`src/rtl/day1_calorie_max.sv`:
```
`default_nettype none
// ============================================================================
//  Module   : day1_calorie_max
//  Purpose  : Streaming maximum-group-sum tracker. Consumes one 16-bit unsigned
//             value per rising edge of next_val. A zero value closes the open
//             group. The largest closed-group sum and the 1-based index of the
//             group that produced it are kept in output registers.
//  Ports    :
//    clk                in   1   system clock, rising-edge active
//    rst_n              in   1   asynchronous active-low reset
//    par_input          in  16   value to consume (0 = group terminator)
//    next_val           in   1   consume strobe, only its rising edge counts
//    highest_val_index  out  8   index of the group holding the maximum sum
//    highest_val_sum    out 16   largest closed-group sum
//  Revision : 1.0  initial release
// ============================================================================
module day1_calorie_max (
  input  logic        clk,
  input  logic        rst_n,
  input  logic [15:0] par_input,
  input  logic        next_val,
  output logic [7:0]  highest_val_index,
  output logic [15:0] highest_val_sum
);

  localparam logic [15:0] c_SUM_MAX  = 16'hFFFF;
  localparam logic [7:0]  c_IDX_MAX  = 8'd255;
  localparam logic [7:0]  c_IDX_INIT = 8'd1;

  logic        next_val_q;
  logic [15:0] run_sum_q, run_sum_d;
  logic [7:0]  grp_idx_q, grp_idx_d;
  logic [15:0] hi_sum_q,  hi_sum_d;
  logic [7:0]  hi_idx_q,  hi_idx_d;

  logic        w_stb;
  logic [16:0] w_sum_ext;

  // Edge detect: a held next_val yields a single strobe. next_val_q resets
  // to 0, so next_val already high at reset release counts as an edge.
  assign w_stb     = next_val & ~next_val_q;
  // One extra bit catches overflow so the running sum can clamp.
  assign w_sum_ext = {1'b0, run_sum_q} + {1'b0, par_input};

  always_comb begin
    run_sum_d = run_sum_q;
    grp_idx_d = grp_idx_q;
    hi_sum_d  = hi_sum_q;
    hi_idx_d  = hi_idx_q;
    if (w_stb) begin
      if (par_input != 16'd0) begin
        run_sum_d = w_sum_ext[16] ? c_SUM_MAX : w_sum_ext[15:0];
      end else begin
        // Strictly greater: a tie keeps the earlier group, and an empty
        // group (sum 0) can never displace anything.
        if (run_sum_q > hi_sum_q) begin
          hi_sum_d = run_sum_q;
          hi_idx_d = grp_idx_q;
        end
        run_sum_d = 16'd0;
        grp_idx_d = (grp_idx_q == c_IDX_MAX) ? grp_idx_q : grp_idx_q + 8'd1;
      end
    end
  end

  always_ff @(posedge clk or negedge rst_n) begin
    if (!rst_n) begin
      next_val_q <= 1'b0;
      run_sum_q  <= 16'd0;
      grp_idx_q  <= c_IDX_INIT;
      hi_sum_q   <= 16'd0;
      hi_idx_q   <= 8'd0;
    end else begin
      next_val_q <= next_val;
      run_sum_q  <= run_sum_d;
      grp_idx_q  <= grp_idx_d;
      hi_sum_q   <= hi_sum_d;
      hi_idx_q   <= hi_idx_d;
    end
  end

  assign highest_val_sum   = hi_sum_q;
  assign highest_val_index = hi_idx_q;

endmodule
`default_nettype wire

```
`config.mk`:
```
export PLATFORM = sky130hd
export DESIGN_NAME = day1_calorie_max
export DESIGN_NICKNAME = d
export VERILOG_FILES = /design/src/rtl/day1_calorie_max.sv
export SDC_FILE = /design/constraint.sdc
export NUM_CORES = 1
export LEC_CHECK = 0
export ABC_AREA = 1
export CORE_ASPECT_RATIO = 0.7
export CORE_MARGIN = 5
export CORE_UTILIZATION = 30
export CTS_BUF_LIST = sky130_fd_sc_hd__clkbuf_8
export DETAILED_ROUTE_END_ITERATION = 6
export PLACE_DENSITY = 0.51
export SLEW_MARGIN = 15
export SYNTH_ARGS = -nofsm -noshare
export SYNTH_HDL_FRONTEND = slang
export SYNTH_SLANG_ARGS = --single-unit
export TNS_END_PERCENT = 30
```
`constraint.sdc`:
```
create_clock -name clk -period 1.9 [get_ports clk]
set_clock_uncertainty 0.05 [all_clocks]
set_input_delay 0.475 -clock clk [delete_from_list [all_inputs] [get_ports clk]]
set_output_delay 0.475 -clock clk [all_outputs]
set_load 0.03 [all_outputs]
```
=== Word level (Yosys, flattened, before mapping) ===
Index checks and enable logic that the tools add are counted.

* Bits in registers: 49
* Input port bits: 19
* Output and inout port bits: 24
* Word-level logic and storage cells: 18

* Add/sub/neg operators: 2
* Order comparisons: 1
* Equal/unequal tests: 1
* Muxes and demuxes: 2
* Bitwise operators: 4
* Reductions and logical operators: 3

{| class="wikitable"
|+ Operators by type and width
! cell !! number
|-
| two-way mux 16 bit || 2
|-
| adder 16 x 16 -> 17 bit || 1
|-
| > comparator 16 bit || 1
|-
| nonzero test 16 bit || 1
|-
| adder 8 x 1 -> 8 bit (second input constant) || 1
|-
| equality test 8 bit (second input constant) || 1
|-
| AND reduction 3 bit || 2
|-
| inverter 1 bit || 3
|-
| AND 1 bit || 1
|}

=== Longest topological paths before layout ===
* Word-level depth: 3
* Gate-level depth with buffers: 13
* Depth with buffers taken out: 13

=== Worst setup path before layout ===
No wires, ideal clock.

* Kind: input to register
* Start point: in par_input[0]
* End point: reg run_sum_q[10]
* Setup time: 0.117 ns
* Arrival: 1.910 ns
* Data required time: 1.733 ns
* Setup slack: -0.177 ns
* Stages on the path: 10
* Path buffers: 0
* Cell sequence: ha_1 fa_1 nand3_1 nand2_1 nand2_1 nand2_1 a21oi_1 nand3_1 nand2_1 nand2_1

* Longest elaborated chain between the ends: 3
* Elaborated cells between the ends (all ways): 4
* Classes of those cells: 1 x add/sub; 2 x mux; 1 x reduce/logical

{| class="wikitable"
|+ RTL lines
! element !! RTL line !! text
|-
| start, declared || 20 || <nowiki>input logic [15:0] par_input,</nowiki>
|-
| adder 16 x 16 -> 17 bit || 43 || <nowiki>assign w_sum_ext = {1'b0, run_sum_q} + {1'b0, par_input};</nowiki>
|-
| two-way mux 16 bit || 52 || <nowiki>run_sum_d = w_sum_ext[16] ? c_SUM_MAX : w_sum_ext[15:0];</nowiki>
|-
| two-way mux 16 bit (*) || 51 || <nowiki>if (par_input != 16'd0) begin</nowiki>
|-
| end signal, assigned || 75 || <nowiki>run_sum_q <= run_sum_d;</nowiki>
|-
| end, declared || 31 || <nowiki>logic [15:0] run_sum_q, run_sum_d;</nowiki>
|}

Every way passes the cells marked *; elsewhere a longest branch is shown, timed or not.
A chain may end at the register's enable or synchronous reset.

=== Worst setup path after layout ===
* Start point: in par_input[0]
* End point: reg run_sum_q[9]

The elaborated chain is that of the path after synthesis.

==> out/results.txt <==
Status -> finished with violations
Failing checks -> setup timing
Crit Path Max Fanout -> 7
Maximum vdd ir drop -> 414 uV
Area leader, netlist -> dfrtp_1
Post-Syn Nets -> 555
Setup slack at placement -> -591 ps
CTS root buf -> clkbuf_8
Setup Viol. Count Final -> 3
Top cell type's share of synthesized area -> 0.346
Number of buffers created by CTS -> 5
Netlist cell types -> 24
Post-route cell area -> 4990 um^2
Clock sink total -> 49
ANT nets after route -> 0
Worst path arrival time -> 2090 ps
Final Slew Violations -> 0
Rows -> 32
Hold Fails Final Rpt -> 0
Slew Limit Headroom -> 0.782
First-pass GRT wire length -> 17300 um
Worst Setup End Kind -> register
Post-Route WL -> 10400 um
CP Launch Type -> primary input
Mean number of vias per cell -> 4.53
Vias in the first global route -> 3339
Worst-margin pin slew -> 327 ps
PwrDens -> 1240 nW/um^2
PortBufs -> 42
Fin crit share -> 1.02
Share of layout cells above drive strength 1 -> 0.238
# DRC -> 0
Wire length per cell -> 13.7 um
Post-layout util -> 0.447
Seq/Total Area, Yosys -> 0.353
Worst EP required -> 2060 ps
Clock Tree Buf Depth -> 2
Tot GR Track Use -> 0.153
Post-Syn Instances -> 502
Warnings from Yosys -> 0
Pin count of the biggest net entering global routing -> 50
# hold bufs at CTS -> 0
Worst-path clk slew -> 90 ps
Post-Place Cell Area -> 4480 um^2
Hold Crit Class -> primary input to asynchronous set/reset pin
Power consumption -> 6.18 mW
Yosys reg bits -> 49
Die ar. -> 13900 um^2
IO Pins -> 43
Worst-Skew Late Latency -> 310 ps
Dpl hpwl -> 8030 um
Starting density of the core -> 0.311
Syn Area/Cell -> 6.92 um^2
Worst setup margin -> -33.8 ps
Gp weighted congestion -> 0.836
RSZ-0062 raised after global routing -> yes
Dominant cells by area after synthesis -> dfrtp_1 (35%), nand2_1 (22%), ha_1 (12%)
Setup TNS -> -46.5 ps
Grt total ovfl -> 0
Htree depth -> 2
Synth-to-Final Area Change -> 43.8%
Die Height -> 100 um
Max Clk Rate -> 0.517 GHz
Fin crit period -> 1930 ps
Nets -> 660
Synthesized area -> 3470 um^2
Antenna violations before repair -> 0
Crit Path Class -> primary input to register
Max-Cap Viols -> 0
CTS tree -> done
Detailed Routing Iterations Pass 1 -> 5
CORE AREA -> 11200 um^2
Vias -> 3447
Ant. Diodes -> 0
P_leak -> 2.77 nW
Initial drt markers -> 174
Die span in x -> 139 um
[worst max-delay path: stages]
cell and delay, ps:
dlygate4sd2_1 250, ha_2 190, fa_2 360, nand3_2 80, nand2_2 60, nand2_2 80, nand2_4 70, a21oi_4 260
nand3_1 120, nand2_1 80, nand2_1 50
[kinds of logic after synthesis]
kind of cell / synth area share
buffers and inverters: 0.0872
AO/OA/AOI/OAI: 0.0512
XOR/XNOR: 0.0303
flip-flops: 0.353
adder cells (fa/ha/maj): 0.125
AND/OR/NAND/NOR: 0.353
[timing repair]
| action | in CTS | in global routing |
|---|---|---|
| resized for setup | 72 | 36 |
| endpoints found under the setup margin | 65 | 54 |
| buffers inserted | 10 | 3 |
| pin swaps | 17 | 13 |
[power by group]
group	internal, mW	switching, mW
logic	1.80	2.12
registers	1.23	0.235
clock network	0.425	0.367
total	3.45	2.73
[metal layers]
metal  wire length (um)  vias up  global-route usage  share of wire
li1                   -     1789                   -              -
met1               5800     1592               0.237           0.56
met2               4160       61               0.224           0.40
met3                397        5              0.0305          0.038
met4                 51        0              0.0228         0.0049
met5                  0        -                   0              0
[synth_stat cells]
cell,number
nor2_2,1
o21ai_0,14
fa_1,1
nand4_1,5
clkbuf_1,1
xnor2_1,3
nand3b_1,2
nor2_1,30
dfstp_2,1
buf_6,2
a21oi_1,20
xor2_1,9
and2_1,2
nor3_4,1
nand2_1,201
a21o_1,1
nand2_2,2
inv_1,67
ha_1,33
buf_2,5
nand3_1,48
dfrtp_1,48
or2_2,1
nor3_1,4
[per-stage QoR]
step	std cells	hold slack, ps
after floorplan	502	129
after global placement	740	408
after detailed placement	740	407
after CTS	758	93.9
after global routing	761	107
final	761	84.0
[cell type report]
| cell class | count | area (um^2) |
|---|---|---|
| Clock buffer | 6 | 82.6 |
| Clock inverter | 2 | 33.8 |
| Fill cell | 1125 | 6180 |
| Inverter | 67 | 251 |
| Multi-Input combinational cell | 378 | 2270 |
| Sequential cell | 49 | 1250 |
| Tap cell | 153 | 191 |
| Timing Repair Buffer | 106 | 918 |
[flip-flops by register name, summed over array words and instances, names as in the netlist]
register           cells
highest_val_sum       16
grp_idx_q              8
next_val_q             1
highest_val_index      8
run_sum_q             16
[final timing paths]
| kind | startpoint | to | slack (ps) | cells past startpoint |
|---|---|---|---|---|
| max in group asynchronous | rst_n | grp_idx_q[0]$_DFFE_PN1P_ | 1430 | 2 |
| min in group clk | highest_val_index[6]$_DFFE_PN0P_ | highest_val_index[6]$_DFFE_PN0P_ | 430 | 2 |
| min | rst_n | highest_val_sum[10]$_DFFE_PN0P_ | 80 | 2 |
| max | par_input[0] | run_sum_q[9]$_DFFE_PN0P_ | -30 | 11 |
| max reg2reg | run_sum_q[11]$_DFFE_PN0P_ | run_sum_q[9]$_DFFE_PN0P_ | -30 | 12 |
| min reg2reg | highest_val_index[6]$_DFFE_PN0P_ | highest_val_index[6]$_DFFE_PN0P_ | 430 | 2 |
[placed cells by master, fill, tap and decap left out, types with 3 or more instances in the layout]
cell,synthesis,final
a21oi_1,20,17
buf_4,0,58
buf_6,2,4
clkbuf_8,0,6
clkdlybuf4s50_1,0,3
dfrtp_1,48,33
dfrtp_2,0,15
dlygate4sd2_1,0,30
dlymetal6s2s_1,0,8
ha_1,33,19
ha_4,0,13
inv_1,67,67
nand2_1,201,183
nand2_2,2,18
nand3_1,48,43
nand3_2,0,3
nand4_1,5,5
nor2_1,30,22
nor2_2,1,7
nor3_1,4,3
o21ai_1,0,12
xnor2_1,3,3
xor2_1,9,9
(Power assumes the default switching activity.)
